`config.mk`:
```
export PLATFORM = sky130hd
export DESIGN_NAME = seven_seg_scan_driver_flat
export DESIGN_NICKNAME = d
export VERILOG_FILES = /design/src/rtl/seven_seg_scan_driver_if.sv /design/src/rtl/seven_seg_scan_driver.sv /design/src/flat_wrapper.sv
export SDC_FILE = /design/constraint.sdc
export NUM_CORES = 1
export LEC_CHECK = 0
export ABC_AREA = 1
export CAP_MARGIN = 30
export CORE_MARGIN = 5
export CORE_UTILIZATION = 51
export CTS_CLUSTER_DIAMETER = 30
export CTS_CLUSTER_SIZE = 24
export DETAILED_ROUTE_END_ITERATION = 8
export PLACE_DENSITY = 0.81
export SYNTH_ARGS = -nofsm -noshare
export SYNTH_HDL_FRONTEND = slang
export SYNTH_SLANG_ARGS = --single-unit
```
`constraint.sdc`:
```
create_clock -name clk -period 2.15 [get_ports clk]
set_clock_uncertainty 0.05 [all_clocks]
set_input_delay 0.43 -clock clk [delete_from_list [all_inputs] [get_ports clk]]
set_output_delay 0.43 -clock clk [all_outputs]
set_load 0.05 [all_outputs]
```
`src/rtl/seven_seg_scan_driver_if.sv`:
```
// seven_seg_scan_driver_if: host-side load bus (value, decimal points, enables, blanking, strobe)
interface seven_seg_scan_driver_if #(
   parameter int NUM_DIGITS = 8
);
   logic [4*NUM_DIGITS-1:0] value;
   logic [NUM_DIGITS-1:0]   dp_in;
   logic [NUM_DIGITS-1:0]   digit_en;
   logic                    lz_blank;
   logic                    load;
   modport master (output value, dp_in, digit_en, lz_blank, load);
   modport slave  (input  value, dp_in, digit_en, lz_blank, load);
endinterface

```
`src/rtl/seven_seg_scan_driver.sv`:
```
// seven_seg_scan_driver: time-multiplexed N-digit seven-segment scanner with frame-synchronous commit
module seven_seg_scan_driver #(
   parameter int NUM_DIGITS     = 8,
   parameter int REFRESH_DIV    = 100000,
   parameter int DEAD_CYCLES    = 16,
   parameter bit ACTIVE_LOW_SEG = 1'b1,
   parameter bit ACTIVE_LOW_AN  = 1'b1
) (
   input  logic                   clk,
   input  logic                   rst_n,
   seven_seg_scan_driver_if.slave bus,
   output logic [6:0]             seg,
   output logic                   dp,
   output logic [NUM_DIGITS-1:0]  an,
   output logic                   frame_done
);
   localparam int CW = $clog2(REFRESH_DIV);
   localparam int IW = NUM_DIGITS > 1 ? $clog2(NUM_DIGITS) : 1;
   localparam logic [6:0] SEG_OFF = ACTIVE_LOW_SEG ? 7'h7F : 7'h00;
   localparam logic [NUM_DIGITS-1:0] AN_OFF = ACTIVE_LOW_AN ? '1 : '0;
   localparam logic [6:0] GLYPH [16] = '{
      7'h3F, 7'h06, 7'h5B, 7'h4F, 7'h66, 7'h6D, 7'h7D, 7'h07,
      7'h7F, 7'h6F, 7'h77, 7'h7C, 7'h39, 7'h5E, 7'h79, 7'h71
   };

   logic [CW-1:0]           cnt;
   logic [IW-1:0]           idx;
   logic [4*NUM_DIGITS-1:0] p_val, d_val;
   logic [NUM_DIGITS-1:0]   p_dp, p_en, d_dp, d_en, blank, sel;
   logic                    p_lz, d_lz, z, slot_end, frame_end, cur_blank;
   logic [3:0]              nib;

   assign slot_end  = cnt == CW'(REFRESH_DIV - 1);
   assign frame_end = slot_end && idx == IW'(NUM_DIGITS - 1);
   assign nib       = d_val[{idx, 2'b00} +: 4];
   assign cur_blank = blank[idx];
   assign sel       = NUM_DIGITS'(1) << idx;

   // slot counter and digit index; the index wrap marks the frame end
   always_ff @(posedge clk or negedge rst_n)
      if (!rst_n) begin
         cnt <= '0;
         idx <= '0;
      end else begin
         cnt <= slot_end ? '0 : cnt + 1'b1;
         idx <= frame_end ? '0 : slot_end ? idx + 1'b1 : idx;
      end

   // pending captures every load; display commits only at frame end, bypassing a coincident load
   always_ff @(posedge clk or negedge rst_n)
      if (!rst_n) begin
         {p_val, p_dp, p_en, p_lz} <= '0;
         {d_val, d_dp, d_en, d_lz} <= '0;
      end else begin
         if (bus.load)
            {p_val, p_dp, p_en, p_lz} <= {bus.value, bus.dp_in, bus.digit_en, bus.lz_blank};
         if (frame_end)
            {d_val, d_dp, d_en, d_lz} <= bus.load ? {bus.value, bus.dp_in, bus.digit_en, bus.lz_blank}
                                                  : {p_val, p_dp, p_en, p_lz};
      end

   // per-digit blanking: disabled digits, plus zeros above the most significant non-zero nibble
   always_comb begin
      z     = 1'b1;
      blank = '0;
      for (int i = NUM_DIGITS - 1; i >= 0; i--) begin
         z        = z && d_val[4*i +: 4] == 4'd0;
         blank[i] = !d_en[i] || (d_lz && i > 0 && z);
      end
   end

   // registered pin drivers, polarity applied on the way out
   always_ff @(posedge clk or negedge rst_n)
      if (!rst_n) begin
         seg        <= SEG_OFF;
         dp         <= ACTIVE_LOW_SEG;
         an         <= AN_OFF;
         frame_done <= 1'b0;
      end else begin
         seg        <= cur_blank ? SEG_OFF : GLYPH[nib] ^ SEG_OFF;
         dp         <= (!cur_blank && d_dp[idx]) ^ ACTIVE_LOW_SEG;
         an         <= (cur_blank || 32'(cnt) < DEAD_CYCLES) ? AN_OFF : sel ^ AN_OFF;
         frame_done <= frame_end;
      end
endmodule

```
`src/flat_wrapper.sv`:
```
// flat-port wrapper written by rule: the top's interface ports become plain ports
module seven_seg_scan_driver_flat 
#(
   parameter int NUM_DIGITS     = 8,
   parameter int REFRESH_DIV    = 100000,
   parameter int DEAD_CYCLES    = 16,
   parameter bit ACTIVE_LOW_SEG = 1'b1,
   parameter bit ACTIVE_LOW_AN  = 1'b1
)
  (clk, rst_n, seg, dp, an, frame_done, bus_value, bus_dp_in, bus_digit_en, bus_lz_blank, bus_load);
  seven_seg_scan_driver_if #(.NUM_DIGITS(NUM_DIGITS)) bus_i ();
  input  logic clk;
  input  logic rst_n;
  output logic [6:0] seg;
  output logic dp;
  output logic [NUM_DIGITS-1:0] an;
  output logic frame_done;
  input wire logic [$bits(bus_i.value)-1:0] bus_value;
  input wire logic [$bits(bus_i.dp_in)-1:0] bus_dp_in;
  input wire logic [$bits(bus_i.digit_en)-1:0] bus_digit_en;
  input wire logic [$bits(bus_i.lz_blank)-1:0] bus_lz_blank;
  input wire logic [$bits(bus_i.load)-1:0] bus_load;
  assign bus_i.value = bus_value;
  assign bus_i.dp_in = bus_dp_in;
  assign bus_i.digit_en = bus_digit_en;
  assign bus_i.lz_blank = bus_lz_blank;
  assign bus_i.load = bus_load;
  seven_seg_scan_driver #(.NUM_DIGITS(NUM_DIGITS), .REFRESH_DIV(REFRESH_DIV), .DEAD_CYCLES(DEAD_CYCLES), .ACTIVE_LOW_SEG(ACTIVE_LOW_SEG), .ACTIVE_LOW_AN(ACTIVE_LOW_AN)) u_core (.clk(clk), .rst_n(rst_n), .bus(bus_i), .seg(seg), .dp(dp), .an(an), .frame_done(frame_done));
endmodule
```
# Word level (Yosys, flattened, before mapping)

Memories as Yosys holds them, arrays and structs flattened.
Index checks and enable logic that the tools add are counted.

Register bits after elaboration: 135
Bits in read-only memories: 112
Input bits: 52
Output and inout port bits: 17
Word-level logic and storage cells: 80
Memories: 1

$add $sub $neg: 2
$lt $le $gt $ge: 3
Eq/ne operators: 2
Shifts and indexed selects: 2
Multiplexer cells: 12
Bitwise gates (word level): 4
Reductions and logical operators: 40

Memories:

| name             | depth | width | read ports | clocked after memory_dff | wr ports | line                        | RTL |
|---|---|---|---|---|---|---|---|
| (name not given) | 16    | 7     | 1          | 0                        | 0        | seven_seg_scan_driver.sv:80 | `seg <= cur_blank ? SEG_OFF : GLYPH[nib] ^ SEG_OFF;` |

Operators with widths:

| operator                                                                      | count |
|---|---|
| 49-bit 2-to-1 mux                                                             | 1 |
| 32-bit by 6-bit variable part select with 4-bit output                        | 1 |
| 4-bit logical NOT                                                             | 7 |
| 7-bit 2-to-1 mux                                                              | 3 |
| 17-bit by 1-bit adder with 17-bit output, second input constant               | 1 |
| 17-bit equality test, second input constant                                   | 1 |
| 17-bit by 5-bit less-than comparator with 1-bit output, second input constant | 1 |
| 17-bit 2-to-1 mux                                                             | 1 |
| 1-bit logical AND                                                             | 15 |
| 1-bit logical NOT                                                             | 9 |
| 1-bit logical OR                                                              | 8 |
| 8-bit 2-to-1 mux                                                              | 1 |
| 8-bit NOT                                                                     | 1 |
| 1-bit by 3-bit << shifter with 8-bit output, first input constant             | 1 |
| 7-bit NOT                                                                     | 1 |
| 1-bit binary-select mux with 3-bit select                                     | 2 |
| 3-bit 2-to-1 mux                                                              | 2 |
| 5-bit greater-or-equal comparator, second input constant                      | 1 |
| 4-bit NOT with 5-bit output                                                   | 1 |
| 3-bit by 4-bit less-than comparator with 1-bit output, second input constant  | 1 |
| 3-bit by 1-bit adder with 3-bit output, second input constant                 | 1 |
| 3-bit equality test, second input constant                                    | 1 |
| 1-bit 2-to-1 mux                                                              | 2 |
| 2-bit nonzero test                                                            | 1 |
| 1-bit NOT                                                                     | 1 |

# Logic depth before layout (Yosys ltp)

Gate-level depths: netlist of the first run.

Depth after elaboration: 14
Depth in mapped cells: 12
Gate-level depth less buffers: 12

# Worst setup path after synthesis of the first run

Ideal clock, no wire load.

Path kind: register to register
Start: register u_core.idx[0]
End: register u_core.seg[0]
Library setup time: 0.089 ns
Arrival: 1.880 ns
Required time: 2.011 ns
Slack: 0.132 ns
Cell stages (with the launch flop): 10
Buffers on the path: 1
Clock period less this slack: 2.018 ns
Path through: dfrtp_1 -> buf_2 -> o21ai_0 -> o22ai_1 -> o21ai_1 -> inv_1 -> ha_1 -> o21ai_0 -> o21bai_1 -> nand3_1

Word-level cells in the longest chain between the ends: 7
Elaborated cells on any way between the ends: 9
Those cells by class: shift: 1; mux: 5; bitwise: 2; memory: 1

RTL lines:

| item                                                   | line                        | RTL |
|---|---|---|
| start, declared                                        | seven_seg_scan_driver.sv:27 | `logic [IW-1:0] idx;` |
| start signal, assigned                                 | seven_seg_scan_driver.sv:46 | `idx <= frame_end ? '0 : slot_end ? idx + 1'b1 : idx;` |
| 32-bit by 6-bit variable part select with 4-bit output | seven_seg_scan_driver.sv:35 | `assign nib = d_val[{idx, 2'b00} +: 4];` |
| 4-bit NOT with 5-bit output (not written as such)      | seven_seg_scan_driver.sv:80 |  |
| memory read 16 x 7 bit                                 | --                          |  |
| 7-bit 2-to-1 mux (not written as such) (2 in series)   | seven_seg_scan_driver.sv:80 |  |
| 7-bit NOT (no source line)                             | --                          |  |
| 7-bit 2-to-1 mux (*)                                   | seven_seg_scan_driver.sv:80 |  |
| end signal, assigned                                   | seven_seg_scan_driver.sv:80 |  |
| end, declared                                          | seven_seg_scan_driver.sv:12 | `output logic [6:0] seg,` |

Every way passes the cells marked *; elsewhere a longest branch is shown, timed or not. The select of a mux whose other input is x is not followed.
A chain may end at the register's enable or synchronous reset.

# Worst setup path after layout of the first run

Start: register u_core.frame_done
End: output port frame_done

RTL lines:

| item                   | line                        | RTL |
|---|---|---|
| start, declared        | seven_seg_scan_driver.sv:15 | `output logic frame_done` |
| start signal, assigned | seven_seg_scan_driver.sv:83 | `frame_done <= frame_end;` |
| end, declared          | flat_wrapper.sv:17          | `output logic frame_done;` |

No word-level cell between the ends.

==> impl_results.md, run 1 <==
- Worst Setup End Kind: primary output
- Ports: 69
- Starting DRT DRC Count: 324
- Hpwl dp: 9.483 mm
- Buf/Inv on CP: 1
- Register area share after synthesis: 53.95%
- Clk_lat worst skew: 420 ps
- Fmax: 492.7 MHz
- Synthesized flop and latch total: 135
- CP max FO: 1
- Yosys top cell area share: 47.28%
- CTS max path bufs: 2
- Met1 Use GR: 25.67%
- DRC: 0
- PD cells: 742.5 mW/mm²
- Clk sinks: 135
- Synth Cell Area: 0.006299 mm²
- Root Buffer: clkbuf_16
- IO Port Bufs: 68
- Area leader, netlist: dfrtp_1
- Via density: 4.926
- Most frequent cells in the layout: 276 x nand2_1, 117 x dfrtp_1, 50 x clkdlybuf4s50_1, 45 x inv_1, 45 x nand2_2
- Ys Warns: 0
- DR vias: 4926
- Post-DR wirelength/cell: 13.50 µm
- Vias in the first global route: 4800
- Slew headroom: 66.84%
- Startpoint types: flip-flop
- Crit. Startpoint: u_core.frame_done
- GR peak layer: met2
- Nets: 884
- Non-Filler Instances: 1000
- Total Routing Usage GR: 19.58%
- Final Max Slew Viols: 0
- Gp weighted congestion: 0.9147
- Tcrit/Tclk final: 94.41%
- Worst Hold Class: reg -> reg
- Met3 Track Usage GR: 5.315%
- Total power: 5.748 mW
- Worst r2r path cells: 9
- Required time worst endpoint: 1670 ps
- Die Wd: 121.1 µm
- Largest net degree at the start of global routing: 59
- Post-CTS setup buffers: 0
- Setup CP Type: reg -> out
- Arr. time, crit path: 1550 ps
- Die Footprint: 0.01467 mm²
- Die Y-Extent: 121.1 µm
- Ant. Diodes: 0
- Final hold vios: 0
- Grt met2 use: 31.64%
- Period minus WS final: 2030 ps
- Synth Instances: 735
- Worst Setup EP: frame_done
- Final setup vio count: 0
- Worst VDD drop: 526.7 µV
- First-pass GRT wire length: 22.76 mm
- Measured slew at the worst slew-check pin: 495.8 ps
- Status: complete, no violations
- Routed WL: 13.50 mm
- Clock slew at reported path FFs: 60 ps
- Syn Area/Cell: 8.569 µm²
- Critical path depth in cells: 1
- Max stage delay cell, worst path: clkdlybuf4s50_1
- Synth top area cells: dfrtp_1 47%, nand2_1 16%, dfstp_2 6.7%
- Unrepaired setup endpoints after global routing: false
- CP max stage delay: 800 ps
- Cell row count: 40
- Crit path max-delay family: buffers and inverters
- Initial antenna violation count: 0
- Total gr overflow: 0
- CTS tree: built
- MaxCap Viol Count: 0
- Max H-tree Level: 4
- Crit path cell chain: clkdlybuf4s50_1
- Initial Util: 52.22%
- TNS Setup: 0 ps
- Layout cell share with drive strength beyond 1: 19.59%
- Syn_nets: 800
- Commonest non-fill, non-tap cell in the layout: nand2_1
- Netlist cell types: 33
- DP Cell Count: 967
- R2R Setup Slk: 220 ps
- RR Startpoint: u_core.idx[0]
- Static Leak: 3.711 nW
- Inserted Clock Buffers: 17
- Area Overhead vs Synth: 22.90%
- Core area: 0.01206 mm²
- Final ANT Viol Nets: 0
- Worst r2r dst: u_core.seg[3]
- Pre-antenna DRT Iters: 5
Yosys cell counts:
| library cell | n |
|---|---|
| nand2_1 | 276 |
| dfrtp_1 | 119 |
| inv_1 | 45 |
| nand2_2 | 45 |
| nor2_1 | 41 |
| nand3_1 | 36 |
| o21ai_0 | 34 |
| dfstp_2 | 16 |
| a21oi_1 | 15 |
| clkbuf_1 | 15 |
| ha_1 | 13 |
| o21ai_2 | 10 |
| buf_2 | 8 |
| inv_2 | 7 |
| o21ai_1 | 7 |
| buf_12 | 6 |
| nor4_1 | 6 |
| nand4_1 | 5 |
| o211ai_1 | 5 |
| xor2_1 | 5 |
| nor2_2 | 4 |
| clkinv_2 | 2 |
| o21bai_1 | 2 |
| o221ai_1 | 2 |
| o22ai_1 | 2 |
| xnor2_1 | 2 |
| a31oi_1 | 1 |
| buf_4 | 1 |
| nand2_4 | 1 |
| nor3_1 | 1 |
| nor3_2 | 1 |
| nor4_2 | 1 |
| or2_1 | 1 |
power breakdown:
part           total [mW]  switching, mW  internal [mW]
clock                2.80           1.18           1.62
sequential           2.64         0.0217           2.62
combinational       0.304          0.175          0.130
total                5.75           1.38           4.37
area by class of cell:
class | instances | area [µm²]
well taps | 168 | 210.2
flip-flops and latches | 135 | 3401
repair buffers | 95 | 879.6
multi-input cells | 516 | 2476
inverters | 54 | 205.2
clock inverters | 14 | 140.1
fillers | 1000 | 4320
clock buffers | 18 | 429.2
flip-flops by register name, summed over array words and instances (netlist names):
register	flops
u_core.p_en	8
u_core.p_dp	8
u_core.d_lz	1
u_core.d_dp	8
u_core.d_val	32
u_core.d_en	8
u_core.an	8
u_core.dp	1
u_core.cnt	17
u_core.idx	3
u_core.frame_done	1
u_core.p_lz	1
u_core.seg	7
u_core.p_val	32
metrics by stage:
stage	worst slack, ps	hold WS [ps]	utilization (%)	area [µm²]
floorplan	131.6	84.41	-	6299
global placement	227.0	365.0	59.35	7158
detailed placement	146.9	366.8	59.35	7158
CTS	99.25	426.3	64.12	7734
global route	17.22	447.3	64.18	7741
finish	120.3	419.4	64.18	7741
metal layers:
metal  vias to the layer above  wire length [µm]
met5                         -                 0
met4                         0               283
met3                        25               619
met2                       122              6532
met1                      2294              6062
li1                       2485                 -
worst min path at each step:
stage,to,cells past startpoint,start,slack (ps)
3_3_place_gp,u_core.cnt[4],1,rst_n,360
2_1_floorplan,u_core.cnt[0],0,rst_n,80
3_5_place_dp,u_core.cnt[4],1,rst_n,370
6_report,u_core.p_val[16],2,u_core.p_val[16],420
4_1_cts,u_core.p_val[16],2,u_core.p_val[16],430
5_1_grt,u_core.p_val[13],2,u_core.p_val[13],450
kinds of logic after synthesis:
group	synth area share [%]
compound gates	7.251
xor+xnor	0.9734
fa+ha+maj	2.583
buf+inv	6.814
flops	53.95
simple gates	28.43
timing repair:
| item | CTS | global route |
|---|---|---|
| hold buffers | 1 | 0 |
| endpoints found under the setup margin | 3 | 7 |
| endpoints found under the hold margin | 31 | 0 |
| resized for setup | 3 | 5 |
| gates cloned | 0 | 0 |
No activity file was read; power rests on OpenSTA's default activity.
==> run 2: changes to the inputs <==
--- a/config.mk
+++ b/config.mk
@@ -6,11 +6,12 @@
 export NUM_CORES = 1
 export LEC_CHECK = 0
 export ABC_AREA = 1
+export ABC_CLOCK_PERIOD_IN_PS = 2150
 export CAP_MARGIN = 30
-export CORE_MARGIN = 5
+export CORE_MARGIN = 2
 export CORE_UTILIZATION = 51
 export CTS_CLUSTER_DIAMETER = 30
-export CTS_CLUSTER_SIZE = 24
+export CTS_CLUSTER_SIZE = 20
 export DETAILED_ROUTE_END_ITERATION = 8
 export PLACE_DENSITY = 0.81
 export SYNTH_ARGS = -nofsm -noshare
==> run 2 against run 1 <==
Compared with the run above:
- hold slack lost 11 ps
- first-iteration DRC count grew 25%
- register-to-register slack is essentially flat
- worst setup slack gained 26 ps
- flip-flop and latch count is the same
- wire length shrank 0.56%
- total power grew 3.4%
- via count shrank 0.45%
- sequential share of layout area shrank 0.32 points
- sequential power is essentially flat
- clock-buffer cell count grew 4
- clock power grew 7%
==> impl_results.md, run 2 (synthesis results as in run 1) <==
- Core area: 0.01201 mm² (-0.42%)
- Post-CTS setup buffers: 0 (unchanged)
- Final hold slack: 408.6 ps (-10.83 ps)
- Buf/Inv on CP: 1 (unchanged)
- Setup CP Type: reg -> out
- RR Startpoint: u_core.idx[0]
- Slew headroom: 66.67% (-0.17 points)
- Period minus WS final: 2003 ps (-26.27 ps)
- DP Cell Count: 949 (-1.9%)
- Worst r2r path cells: 9 (unchanged)
- R2R Setup Slk: 210 ps (about the same)
- Worst Setup EP: frame_done
- Crit path max-delay family: buffers and inverters
- Initial antenna violation count: 0 (unchanged)
- Top Layer Used: met4
- Max stage delay cell, worst path: clkdlybuf4s50_1
- Detailed-routed wire length on met2: 6.395 mm (-2.1%)
- First-pass GRT wire length: 23.39 mm (+2.8%)
- Fmax: 499.1 MHz (+1.3%)
- Pre-antenna DRT Iters: 4 (-1)
- Arr. time, crit path: 1520 ps (-30 ps)
- Startpoint types: flip-flop
- MaxCap Viol Count: 0 (unchanged)
- Worst Hold Class: reg -> reg
- Ant. Diodes: 0 (unchanged)
- CP max stage delay: 800 ps (about the same)
- Clock slew at reported path FFs: 60 ps (about the same)
- Unrepaired setup endpoints after global routing: false
- Worst r2r dst: u_core.seg[3]
- Die Wd: 115.1 µm (-5.0%)
- Crit path cell chain: clkdlybuf4s50_1
- Gp weighted congestion: 0.9420 (+3.0%)
- DR vias: 4904 (-0.45%)
- Clk sinks: 135 (unchanged)
- IO Port Bufs: 68 (unchanged)
- Post-DR wirelength/cell: 13.67 µm (+1.3%)
- Commonest non-fill, non-tap cell in the layout: nand2_1
- Final ANT Viol Nets: 0 (unchanged)
- Most frequent cells in the layout: 276 x nand2_1, 118 x dfrtp_1, 50 x clkdlybuf4s50_1, 45 x inv_1, 45 x nand2_2
- Ports: 69 (unchanged)
- Max H-tree Level: 4 (unchanged)
- Die Footprint: 0.01325 mm² (-9.7%)
- Wire length on met1: 6.157 mm (+1.6%)
- PD cells: 762.3 mW/mm² (+2.7%)
- Routed WL: 13.42 mm (-0.56%)
- Final setup vio count: 0 (unchanged)
- Hold path depth: 1 (-1)
- Hpwl dp: 9.288 mm (-2.1%)
- CTS tree: built
- Final hold vios: 0 (unchanged)
- Static Leak: 3.763 nW (+1.4%)
- Starting DRT DRC Count: 405 (+25%)
- CP max FO: 1 (unchanged)
- Tcrit/Tclk final: 93.18% (-1.2 points)
- Critical path depth in cells: 1 (unchanged)
- Required time worst endpoint: 1670 ps (about the same)
- DRC: 0 (unchanged)
- Die Y-Extent: 115.1 µm (-5.0%)
- Root Buffer: clkbuf_16
- Worst VDD drop: 553.3 µV (+5.0%)
- Layout cell share with drive strength beyond 1: 19.16% (-0.43 points)
- Non-Filler Instances: 982 (-1.8%)
- Measured slew at the worst slew-check pin: 498.3 ps (+2.490 ps)
- Nets: 887 (+0.34%)
- Status: complete, no violations
- CTS max path bufs: 2 (unchanged)
- Via density: 4.994 (+1.4%)
- Final Max Slew Viols: 0 (unchanged)
- Largest net degree at the start of global routing: 84 (+42%)
- Clk_lat worst skew: 420 ps (about the same)
- Wire length on met3: 542 µm (-12%)
- Inserted Clock Buffers: 17 (unchanged)
- Crit. Startpoint: u_core.frame_done
- Area Overhead vs Synth: 23.76%
- Cell row count: 40 (unchanged)
- Vias in the first global route: 4856 (+1.2%)
- TNS Setup: 0 ps (unchanged)
- Initial Util: 52.44% (+0.22 points)
- Worst Setup End Kind: primary output
- Total Routing Usage GR: 22.64% (+3.1 points)
- Total gr overflow: 0 (unchanged)
## run 2: how the worst min path moves through the flow
stage | from | to | slack [ps]
2_1_floorplan | rst_n | u_core.cnt[0] | 80
3_3_place_gp | u_core.cnt[0] | u_core.cnt[0] | 400
3_5_place_dp | u_core.cnt[0] | u_core.cnt[0] | 400
4_1_cts | u_core.cnt[0] | u_core.cnt[0] | 410
5_1_grt | u_core.cnt[0] | u_core.cnt[0] | 440
6_report | u_core.cnt[0] | u_core.cnt[0] | 410
## run 2: layer usage
layer  up-vias  track usage (%)
li1       2491                -
met1      2268            29.91
met2       123            36.47
met3        22            5.008
met4         0            9.317
met5         -                0
## run 2: stage by stage
step,total power [mW],setup WS [ps],area (µm²),util [%]
detailed placement,2.994,195.1,7172,59.71
finish,5.942,146.5,7795,64.90
CTS,5.995,119.6,7791,64.86
global placement,2.986,240.6,7172,59.71
floorplan,2.807,131.6,6299,-
global route,6.163,5.372,7795,64.90
## run 2: power by group
group          internal, mW  switching [mW]
clock network          1.92            1.07
registers              2.62          0.0213
logic                 0.129           0.173
## run 2: area by class of cell
type,instances,area [µm²]
sequential,135,3400
fill,981,4217
tap,147,183.9
inverter,54,207.7
clock inverter,10,141.4
timing repair buffer,98,917.1
clock buffer,22,474.2
multi-input combinational,516,2471
## run 2: repair_timing
| action | CTS | global route |
|---|---|---|
| pin swaps | 0 | 0 |
| hold buffers | 1 | 0 |
| setup endpoints to repair | 5 | 4 |
| resized for setup | 5 | 3 |
| endpoints found under the hold margin | 36 | 0 |
==> run 3: changes to the inputs <==
--- a/config.mk
+++ b/config.mk
@@ -8,12 +8,13 @@
 export ABC_AREA = 1
 export ABC_CLOCK_PERIOD_IN_PS = 2150
 export CAP_MARGIN = 30
-export CORE_MARGIN = 2
 export CORE_UTILIZATION = 51
 export CTS_CLUSTER_DIAMETER = 30
 export CTS_CLUSTER_SIZE = 20
 export DETAILED_ROUTE_END_ITERATION = 8
+export HOLD_SLACK_MARGIN = 0.12
 export PLACE_DENSITY = 0.81
+export SLEW_MARGIN = 30
 export SYNTH_ARGS = -nofsm -noshare
 export SYNTH_HDL_FRONTEND = slang
 export SYNTH_SLANG_ARGS = --single-unit
==> run 3 against run 2 <==
Compared with the run above:
- core utilization fell by 0.59 points
- highest routed layer unchanged
- final cell count shrank 0.41%
- register-to-register slack lost 50 ps
- total power shrank 4.0%
- combinational power barely moved
- hold slack better by 9.0 ps
- critical path depth unchanged
- sequential power hardly changed
- clock-buffer cell count decreased by 5
- largest power group unchanged
- via count is 0.82% higher
- non-clock buffer count shrank 4
- critical endpoint unchanged
==> impl_results.md, run 3 (synthesis results as in run 1) <==
- Required time worst endpoint: 1670 ps (about the same)
- IO Port Bufs: 68 (unchanged)
- Clk_lat worst skew: 420 ps (about the same)
- Fmax: 495.9 MHz (-0.66%)
- Root Buffer: clkbuf_16
- Worst Min Path Start: u_core.p_val[13]
- PD cells: 738.5 mW/mm² (-3.1%)
- Crit path cell chain: clkdlybuf4s50_1
- TNS Setup: 0 ps (unchanged)
- Non-Filler Instances: 978 (-0.41%)
- Final hold vios: 0 (unchanged)
- Via density: 5.055 (+1.2%)
- Max H-tree Level: 4 (unchanged)
- Final Max Slew Viols: 0 (unchanged)
- Hold Path Sink: u_core.p_val[13]
- Static Leak: 3.722 nW (-1.1%)
- Tcrit/Tclk final: 93.80% (+0.62 points)
- Measured slew at the worst slew-check pin: 497.7 ps (-0.5878 ps)
- Initial antenna violation count: 0 (unchanged)
- CTS tree: built
- Worst r2r path cells: 11 (+2)
- Buf/Inv on CP: 1 (unchanged)
- Most frequent cells in the layout: 275 x nand2_1, 118 x dfrtp_1, 50 x clkdlybuf4s50_1, 46 x nand2_2, 45 x inv_1
- Worst VDD drop: 447.1 µV (-19%)
- Die Wd: 113.1 µm (-1.7%)
- Final setup vio count: 0 (unchanged)
- Total gr overflow: 0 (unchanged)
- Clk sinks: 135 (unchanged)
- Area Overhead vs Synth: 22.63%
- Fillers: 988 (+0.71%)
- Status: complete, no violations
- Core area: 0.01201 mm² (unchanged)
- Die Y-Extent: 113.1 µm (-1.7%)
- Ports: 69 (unchanged)
- Inserted Clock Buffers: 17 (unchanged)
- Crit path max-delay family: buffers and inverters
- Final ANT Viol Nets: 0 (unchanged)
- RR Startpoint: u_core.idx[0]
- Pre-antenna DRT Iters: 5 (+1)
- Vias in the first global route: 4790 (-1.4%)
- Period minus WS final: 2017 ps (+13.24 ps)
- Worst Hold Class: reg -> reg
- DR vias: 4944 (+0.82%)
- Layout cell share with drive strength beyond 1: 19.25% (+0.092 points)
- Setup CP Type: reg -> out
- Arr. time, crit path: 1540 ps (+20 ps)
- Total Routing Usage GR: 22.91% (+0.28 points)
- Die Footprint: 0.01280 mm² (-3.4%)
- Starting DRT DRC Count: 465 (+15%)
- Critical path depth in cells: 1 (unchanged)
- DP Cell Count: 943 (-0.63%)
- Cell row count: 40 (unchanged)
- Max stage delay cell, worst path: clkdlybuf4s50_1
- Hpwl dp: 9.187 mm (-1.1%)
- Gp weighted congestion: 0.9084 (-3.6%)
- Commonest non-fill, non-tap cell in the layout: nand2_1
- Hold path depth: 2 (+1)
- Place WS: 155.5 ps (-39.64 ps)
- CP max FO: 1 (unchanged)
- Worst Setup End Kind: primary output
- Slew headroom: 66.71% (about the same)
- MaxCap Viol Count: 0 (unchanged)
- Post-DR wirelength/cell: 13.57 µm (-0.69%)
- R2R Setup Slk: 160 ps (-50 ps)
- Clock slew at reported path FFs: 60 ps (about the same)
- Ant. Diodes: 0 (unchanged)
- Routed WL: 13.28 mm (-1.1%)
- Nets: 883 (-0.45%)
- CTS max path bufs: 2 (unchanged)
- Largest net degree at the start of global routing: 74 (-12%)
- Worst r2r dst: u_core.seg[5]
- CP max stage delay: 800 ps (about the same)
- DRC: 0 (unchanged)
- First-pass GRT wire length: 22.63 mm (-3.2%)
- Final WS setup: 133.3 ps (-13.25 ps)
- Final hold slack: 417.6 ps (+9.000 ps)
- Startpoint types: flip-flop
- Initial Util: 52.44% (unchanged)
## run 3: cell count changes in the layout (fill, tap and decap cells not counted), moves of 2 or more
cell,change
buf_4,-6
inv_6,+5
clkbuf_8,-3
bufinv_16,-2
clkbuf_1,-2
dlygate4sd2_1,+2
nor2_1,-2
nor2_2,+2
## run 3: power breakdown
part	internal, mW	switching [mW]
clock network	1.61	1.15
logic	0.129	0.172
registers	2.62	0.0223
## run 3: area by class of cell
class / instances / area, µm² / area share, %
flip-flops and latches: 135 / 3400 / 44.01
multi-input cells: 516 / 2481 / 32.12
repair buffers: 94 / 889.6 / 11.52
clock buffers: 17 / 425.4 / 5.508
inverters: 54 / 205.2 / 2.657
well taps: 147 / 183.9 / 2.381
clock inverters: 15 / 138.9 / 1.798
## run 3: worst max path at each step
stage | from | endpoint | slack [ps]
after floorplan | u_core.idx[0] | u_core.seg[0] | 130
after global placement | u_core.d_val[23] | u_core.an[7] | 210
after detailed placement | u_core.idx[0] | u_core.seg[0] | 160
after CTS | u_core.frame_done | frame_done | 110
after global routing | u_core.cnt[0] | u_core.cnt[14] | -10
final | u_core.frame_done | frame_done | 130
## run 3: stage by stage
| stage | area [µm²] | total power, mW | utilization [%] |
|---|---|---|---|
| 2_1_floorplan | 6299 | 2.807 | - |
| 3_3_place_gp | 7132 | 2.988 | 59.38 |
| 3_5_place_dp | 7132 | 2.995 | 59.38 |
| 4_1_cts | 7697 | 5.755 | 64.08 |
| 5_1_grt | 7724 | 5.922 | 64.30 |
| 6_report | 7724 | 5.704 | 64.30 |
## run 3: what timing repair did
action                                 CTS  global route
pin swaps                                0             3
endpoints found under the hold margin   13             0
setup buffers                            0             2
resized for setup                        7             6
hold buffers                             1             0
setup endpoints to repair                7             7
## run 3: layer usage
metal	GRT usage, %	vias up	routed length, µm
met5	0	-	0
met4	10.18	0	328
met3	5.356	33	603
li1	-	2477	-
met1	29.36	2286	6020
met2	37.26	148	6323
